**src/rtl/ysyx_24070016_regfile_sb_if.sv**
```systemverilog
// Bundle of read-port, writeback, issue and flush signals shared by the
// scoreboarded register file and its client (issue/writeback stages).
interface ysyx_24070016_regfile_sb_if #(
    parameter int ADDR_WIDTH = 5,
    parameter int DATA_WIDTH = 32,
    parameter int NR_RD      = 2
);
    logic [NR_RD*ADDR_WIDTH-1:0] raddr;
    logic [NR_RD*DATA_WIDTH-1:0] rdata;
    logic [NR_RD-1:0]            rbusy;
    logic                        wen;
    logic [ADDR_WIDTH-1:0]       waddr;
    logic [DATA_WIDTH-1:0]       wdata;
    logic                        iss_valid;
    logic [ADDR_WIDTH-1:0]       iss_rd;
    logic                        flush;
    logic                        busy_any;

    modport master (
        output raddr, wen, waddr, wdata, iss_valid, iss_rd, flush,
        input  rdata, rbusy, busy_any
    );

    modport slave (
        input  raddr, wen, waddr, wdata, iss_valid, iss_rd, flush,
        output rdata, rbusy, busy_any
    );
endinterface

```
**src/rtl/ysyx_24070016_regfile_sb.sv**
```systemverilog
// Multi-read-port integer register file with write-to-read bypass and a
// per-register busy scoreboard; x0 has no storage and is never busy.
module ysyx_24070016_regfile_sb #(
    parameter int ADDR_WIDTH = 5,
    parameter int DATA_WIDTH = 32,
    parameter int NR_RD      = 2
) (
    input logic                          clk,
    input logic                          rst_n,
    ysyx_24070016_regfile_sb_if.slave    bus
);
    localparam int NR_REGS = 1 << ADDR_WIDTH;

    logic [DATA_WIDTH-1:0] rf_reg [1:NR_REGS-1];
    logic [NR_REGS-1:1]    busy_reg;
    logic [NR_REGS-1:1]    busy_next;

    always_ff @(posedge clk or negedge rst_n) begin
        if (!rst_n) begin
            for (int i = 1; i < NR_REGS; i++) begin
                rf_reg[i] <= '0;
            end
        end else begin
            for (int i = 1; i < NR_REGS; i++) begin
                if (bus.wen && (bus.waddr == ADDR_WIDTH'(i))) begin
                    rf_reg[i] <= bus.wdata;
                end
            end
        end
    end

    // Flush beats a new issue, and a new issue beats the writeback clear, so a
    // register re-issued in its writeback cycle stays pending for the new producer.
    always_comb begin
        busy_next = busy_reg;
        for (int i = 1; i < NR_REGS; i++) begin
            if (bus.flush) begin
                busy_next[i] = 1'b0;
            end else if (bus.iss_valid && (bus.iss_rd == ADDR_WIDTH'(i))) begin
                busy_next[i] = 1'b1;
            end else if (bus.wen && (bus.waddr == ADDR_WIDTH'(i))) begin
                busy_next[i] = 1'b0;
            end
        end
    end

    always_ff @(posedge clk or negedge rst_n) begin
        if (!rst_n) begin
            busy_reg <= '0;
        end else begin
            busy_reg <= busy_next;
        end
    end

    // Reset forces all read outputs low even if a writeback is being driven.
    always_comb begin
        logic [ADDR_WIDTH-1:0] a;
        a         = '0;
        bus.rdata = '0;
        bus.rbusy = '0;
        for (int p = 0; p < NR_RD; p++) begin
            a = bus.raddr[p*ADDR_WIDTH +: ADDR_WIDTH];
            if (!rst_n || (a == '0)) begin
                bus.rdata[p*DATA_WIDTH +: DATA_WIDTH] = '0;
                bus.rbusy[p]                          = 1'b0;
            end else if (bus.wen && (bus.waddr == a)) begin
                bus.rdata[p*DATA_WIDTH +: DATA_WIDTH] = bus.wdata;
                bus.rbusy[p]                          = 1'b0;
            end else begin
                bus.rdata[p*DATA_WIDTH +: DATA_WIDTH] = rf_reg[a];
                bus.rbusy[p]                          = busy_reg[a];
            end
        end
    end

    assign bus.busy_any = |busy_reg;

endmodule

```
**src/flat_wrapper.sv**
```systemverilog
// flat-port wrapper written by rule: the top's interface ports become plain ports
module ysyx_24070016_regfile_sb_flat 
#(
    parameter int ADDR_WIDTH = 5,
    parameter int DATA_WIDTH = 32,
    parameter int NR_RD      = 2
)
  (clk, rst_n, bus_raddr, bus_wen, bus_waddr, bus_wdata, bus_iss_valid, bus_iss_rd, bus_flush, bus_rdata, bus_rbusy, bus_busy_any);
  ysyx_24070016_regfile_sb_if #(.ADDR_WIDTH(ADDR_WIDTH), .DATA_WIDTH(DATA_WIDTH), .NR_RD(NR_RD)) bus_i ();
  input logic clk;
  input logic rst_n;
  input wire logic [$bits(bus_i.raddr)-1:0] bus_raddr;
  input wire logic [$bits(bus_i.wen)-1:0] bus_wen;
  input wire logic [$bits(bus_i.waddr)-1:0] bus_waddr;
  input wire logic [$bits(bus_i.wdata)-1:0] bus_wdata;
  input wire logic [$bits(bus_i.iss_valid)-1:0] bus_iss_valid;
  input wire logic [$bits(bus_i.iss_rd)-1:0] bus_iss_rd;
  input wire logic [$bits(bus_i.flush)-1:0] bus_flush;
  output wire logic [$bits(bus_i.rdata)-1:0] bus_rdata;
  output wire logic [$bits(bus_i.rbusy)-1:0] bus_rbusy;
  output wire logic [$bits(bus_i.busy_any)-1:0] bus_busy_any;
  assign bus_i.raddr = bus_raddr;
  assign bus_i.wen = bus_wen;
  assign bus_i.waddr = bus_waddr;
  assign bus_i.wdata = bus_wdata;
  assign bus_i.iss_valid = bus_iss_valid;
  assign bus_i.iss_rd = bus_iss_rd;
  assign bus_i.flush = bus_flush;
  assign bus_rdata = bus_i.rdata;
  assign bus_rbusy = bus_i.rbusy;
  assign bus_busy_any = bus_i.busy_any;
  ysyx_24070016_regfile_sb #(.ADDR_WIDTH(ADDR_WIDTH), .DATA_WIDTH(DATA_WIDTH), .NR_RD(NR_RD)) u_core (.clk(clk), .rst_n(rst_n), .bus(bus_i));
endmodule
```
**config.mk**
```make
export PLATFORM = sky130hd
export DESIGN_NAME = ysyx_24070016_regfile_sb_flat
export DESIGN_NICKNAME = d
export VERILOG_FILES = /design/src/rtl/ysyx_24070016_regfile_sb_if.sv /design/src/rtl/ysyx_24070016_regfile_sb.sv /design/src/flat_wrapper.sv
export SDC_FILE = /design/constraint.sdc
export NUM_CORES = 2
export LEC_CHECK = 0
export ABC_CLOCK_PERIOD_IN_PS = 1600
export BUFFER_PORTS_ARGS = -buffer_cell sky130_fd_sc_hd__buf_2
export CAP_MARGIN = 20
export CORE_ASPECT_RATIO = 1.2
export CORE_MARGIN = 2
export CORE_UTILIZATION = 50
export CTS_CLUSTER_DIAMETER = 60
export DETAILED_ROUTE_END_ITERATION = 12
export GPL_ROUTABILITY_DRIVEN = 0
export HOLD_SLACK_MARGIN = 0.1
export PLACE_DENSITY = 0.68
export SYNTH_ARGS = -nofsm -noshare
export SYNTH_HDL_FRONTEND = slang
export SYNTH_SLANG_ARGS = --single-unit
```
**constraint.sdc**
```tcl
create_clock -name clk -period 1.6 [get_ports clk]
set_input_delay 0 -clock clk [delete_from_list [all_inputs] [get_ports clk]]
set_output_delay 0 -clock clk [all_outputs]
set_load 0.005 [all_outputs]
```
* After elaboration in Yosys (flattened, before gate mapping)
Cells that the tools add are included.
** Storage, ports and cells
- Bits in registers :: 1023
- Latch bits :: 0
- RAM bits :: 0
- Bits in read-only memories :: 0
- Input bits :: 57
- Output and inout port bits :: 67
- Word-level logic and storage cells :: 344
- Memories kept :: 0
** Operators by class
- Add/sub/neg operators :: 0
- Multipliers :: 0
- Div/mod/pow operators :: 0
- Order comparisons :: 4
- Equality and inequality tests :: 64
- Shift-type cells :: 0
- Multiplexer cells :: 111
- Bitwise logic cells :: 2
- Reductions and logical operators :: 101
** Operator list (number)
- $bmux 32 s5 :: 2
- $mux 32 :: 8
- $eq 5x5->1 const B :: 32
- $mux 1 :: 99
- $reduce_bool 3->1 :: 31
- $eq 5x4->1 const B :: 16
- $logic_and 1x1->1 :: 64
- $eq 5x3->1 const B :: 8
- $reduce_or 31->1 :: 1
- $eq 5x2->1 const B :: 4
- $ge 6x6->1 const B :: 2
- $lt 5x6->1 const B :: 2
- $not 5->6 :: 2
- $bmux 1 s5 :: 2
- $eq 5x1->1 const B :: 2
- $eq 5x5->1 :: 2
- $logic_not 5->1 :: 2
- $logic_or 1x1->1 :: 2
- $logic_not 1->1 :: 1

* Logic depth before layout (Yosys ltp)
- Word-level depth :: 6
- Depth in mapped cells :: 10
- Mapped depth without buffers :: 5

* Least setup slack after synthesis
Ideal clock, no wire load.
- Path kind :: input -> output
- Start point :: input port bus_raddr[6]
- End point :: output port bus_rdata[35]
- Arrival time :: 1.701 ns
- Data required time :: 1.600 ns
- Path slack :: -0.101 ns
- Cell stages on the path :: 7
- Path buffers :: 4
- Cells stage by stage :: buf_2 -> buf_4 -> buf_2 -> buf_1 -> mux2_2 -> a211o_1 -> a22o_1
** Between the ends
- Cells in the longest elaborated chain, start to end :: 6
- Elaborated cells on any way between the ends :: 10
** Ends and longest elaborated chain
- start: declaration :: line flat_wrapper.sv:12 : input wire logic [$bits(bus_i.raddr)-1:0] bus_raddr;
- $not 5->6 (implied by the code) :: line ysyx_24070016_regfile_sb.sv:70 : bus.rdata[p*DATA_WIDTH +: DATA_WIDTH] = rf_reg[a];
- $bmux 32 s5 :: line ysyx_24070016_regfile_sb.sv:70
- $mux 32 (implied by the code) (2 in series) :: line ysyx_24070016_regfile_sb.sv:70
- $mux 32 :: line ysyx_24070016_regfile_sb.sv:66 : end else if (bus.wen && (bus.waddr == a)) begin
- $mux 32 (*) :: line ysyx_24070016_regfile_sb.sv:63 : if (!rst_n || (a == '0)) begin
- end: declaration :: line flat_wrapper.sv:19 : output wire logic [$bits(bus_i.rdata)-1:0] bus_rdata;
Every way passes the cells marked *; elsewhere a longest branch is shown, timed or not. The select of a mux whose other input is x is not followed.

* Worst setup path in the final report
- Start point :: register u_core.busy_reg[19] in the netlist's numbering
- End point :: output port bus_rbusy[0]
** Between the ends
- Cells in the longest elaborated chain, start to end :: 4
** Ends and longest elaborated chain
- start: declaration :: line ysyx_24070016_regfile_sb.sv:15 : logic [NR_REGS-1:1] busy_reg;
- start signal: assignment :: line ysyx_24070016_regfile_sb.sv:51 : busy_reg <= busy_next;
- $bmux 1 s5 :: line ysyx_24070016_regfile_sb.sv:71 : bus.rbusy[p] = busy_reg[a];
- $mux 1 (implied by the code) :: line ysyx_24070016_regfile_sb.sv:71
- $mux 1 :: line ysyx_24070016_regfile_sb.sv:66
- $mux 1 :: line ysyx_24070016_regfile_sb.sv:63
- end: declaration :: line flat_wrapper.sv:20 : output wire logic [$bits(bus_i.rbusy)-1:0] bus_rbusy;
Every way passes these cells. The select of a mux whose other input is x is not followed.

==> results.py <==
metrics = {
    "status": {
        "status": "finished with violations",
        "violations": "setup timing",
    },
    "power_and_ir_drop": {
        "vdd_drop_max_uv": 963,
        "p_leak_nw": 31.1,
        "p_per_area_nw_per_um2": 1160,
    },
    "cells_and_area": {
        "drive_gt1_share_pct": 61.4,
        "final_common_cell": "mux2_2",
        "fin_util_pct": 63.4,
        "diodes": 0,
        "final_nets": 4587,
        "areaGrowthSynthToFinish_pct": 26.2,
        "largest_reg_flops": 992,
        "layout_common_cells": "mux2_2, dfrtp_1, buf_4",
        "final_cells": 6112,
    },
    "worst_setup_path": {
        "cp.required_ns": 1.60,
        "cp-end-kind": "primary output",
        "arrival_ns": 2.56,
        "crit_fanout": 4,
        "worstSetupPathType": "reg2out",
        "critPathLaunchType": "register",
    },
    "clocking": {
        "cts_tree": "built",
        "root_buffer": "clkbuf_16",
        "cts_buffers": 107,
        "clock_sinks": 1023,
        "insertion_delay_ns": 0.71,
        "clk_pin_slew_ns": 0.06,
        "htree_levels": 3,
        "cts.path.max_buffers": 3,
    },
    "sta": {
        "min_period_over_period_pct": 160,
        "tightest_slew_ns": 1.10,
        "relSlewSlack_pct": 26.2,
        "fin_tns_setup_ns": -57.01,
        "fmax_ghz": 0.391,
        "setup_violations": 67,
        "grt_setup_unrepaired": "yes",
        "final.setup.worst_slack_ns": -0.956,
        "hold_violations": 0,
        "skew_ns": 0,
        "period_minus_slack_ns": 2.56,
        "drv_slew": 0,
    },
    "synthesis": {
        "synth_cell_type_count": 58,
        "synth-seq-cells": 1023,
        "synth_ff_type": "dfrtp_1",
        "ys_warn_count": 0,
        "synth_cells": 3861,
        "synth_area_leader_cell": "dfrtp_1",
        "syn_area_um2": 55700,
        "synth_top_area_share_pct": 46.0,
        "yosysSeqAreaShare_pct": 46.0,
        "synth_edf_count": 0,
        "syn-num-nets": 3918,
        "synth.avg_cell_area_um2": 14.4,
        "synthArstFlopShare_pct": 100,
        "synthTopCellsByArea": "dfrtp_1, mux2_2, mux4_2",
    },
    "floorplanning": {
        "die_width_um": 309,
        "die_h_um": 370,
        "initial_core_util_pct": 50.2,
        "placementRows": 134,
        "pin_count": 124,
        "dieArea_um2": 114000,
        "core_um2": 111000,
    },
    "routing": {
        "vias": 40700,
        "ant_nets": 0,
        "drc_errors": 0,
        "wl_mm": 193,
        "drt_iter0_drc": 4103,
        "dr.pass1.iters": 6,
        "via_per_inst": 6.66,
        "wire_per_inst_um": 31.6,
    },
    "global_route": {
        "grt_pass1_vias": 42300,
        "grt_max_degree": 127,
        "grt_first_pass_wirelength_mm": 284,
        "grt-ovfl-total": 0,
        "grt_usage_pct": 34.1,
        "antenna_found_initial": 5,
    },
    "placed_design": {
        "pre_cts_ws_ns": -0.832,
        "placedCellCount": 5830,
        "place.port_buffers": 123,
        "dpl.hpwl_mm": 129,
    },
    "flow_run": {
        "maxCapViolations": 0,
    },
    "min_path": {
        "hold_path.class": "in2reg",
    },
}
[synth_stat cells (all sizes together), types with 3 or more instances]
library cell	instances
or2	4
o221ai	25
a311oi	7
nand3	27
nor2b	46
nor2	70
o211ai	15
o21ai	41
mux2	1089
nand2	79
a21oi	58
a32o	12
a221oi	52
o221a	4
mux4	431
a22oi	87
mux2i	99
nand4	4
a211oi	43
dfrtp	1023
nor3	56
and2	8
buf	208
o22ai	16
a211o	36
xnor2	10
clkbuf	218
o22a	25
nand2b	19
a22o	19
or3b	3
nor4	8
[worst max-delay path: stages (launching register included)]
cell,delay (ns)
dfrtp_1,0.43
mux4_2,0.50
mux4_2,0.47
mux2i_2,0.21
nor3_2,0.08
buf_2,0.15
[worst paths after layout]
| kind | startpoint | end | slack, ns | depth (start not counted) |
|---|---|---|---|---|
| hold reg to reg | u_core.rf_reg[118]$_DFFE_PN0P_ | u_core.rf_reg[118]$_DFFE_PN0P_ | 0.51 | 1 |
| setup / recovery | u_core.busy_reg[19]$_DFFE_PN0P_ | bus_rbusy[0] | -0.96 | 5 |
| min in group asynchronous | rst_n | u_core.rf_reg[843]$_DFFE_PN0P_ | 0.37 | 3 |
| setup reg to reg | u_core.busy_reg[15]$_DFFE_PN0P_ | u_core.busy_reg[15]$_DFFE_PN0P_ | 0.58 | 4 |
| hold / removal | bus_waddr[3] | u_core.rf_reg[639]$_DFFE_PN0P_ | 0.15 | 5 |
| max in group asynchronous | rst_n | u_core.rf_reg[845]$_DFFE_PN0P_ | 0.07 | 5 |
[power by group]
part	leakage (nW)	switching (mW)	internal (mW)
clock network	1.88	11.2	16.3
logic	16.1	7.71	12.1
registers	13.1	3.56	30.8
total	31.1	22.4	59.2
[cell families (layout without fill, tap and decap cells)]
| kind of cell | count (synthesis) | count (layout) | share of synthesized area (%) |
|---|---|---|---|
| mux | 1619 | 1619 | 41.2 |
| flops | 1023 | 1023 | 46.0 |
| compound gates | 450 | 450 | 6.12 |
| buf+inv | 428 | 1183 | 3.58 |
| simple gates | 331 | 331 | 2.90 |
| xor+xnor | 10 | 10 | 0.157 |
[metrics by stage]
step | instance area (um2) | hold WS, ns | power, mW
after global routing | 70300 | 0.136 | 84.6
final | 70300 | 0.148 | 81.7
after CTS | 69800 | 0.112 | 81.2
after global placement | 64400 | -0.172 | 52.0
after floorplan | 55800 | -0.296 | 45.2
after detailed placement | 64400 | -0.172 | 52.7
[metal layers]
metal / share of wire [%] / up-vias / wire length (um) / GRT usage, %
met5: 0.029 / - / 56 / 0
met3: 8.7 / 589 / 16700 / 7.06
met2: 47 / 2042 / 90500 / 53.4
met4: 5.6 / 8 / 10900 / 17.5
met1: 39 / 21700 / 74800 / 45.0
li1: - / 16400 / - / -
[final cells by class]
type	instances	area [um2]
Timing Repair Buffer	986	9620
Clock buffer	147	3070
Clock inverter	48	771
Fill cell	8062	40600
Inverter	2	8.76
Multi-Input combinational cell	2410	29300
Tap cell	1496	1870
Sequential cell	1023	25600
[what timing repair did]
action / in CTS / in global routing
pin swaps: 163 / 77
resized for setup: 219 / 79
buffers inserted: 51 / 9
hold buffers: 50 / 0
hold endpoints to repair: 1977 / 0
endpoints found under the setup margin: 67 / 159
No activity file was read; power rests on OpenSTA's default activity.
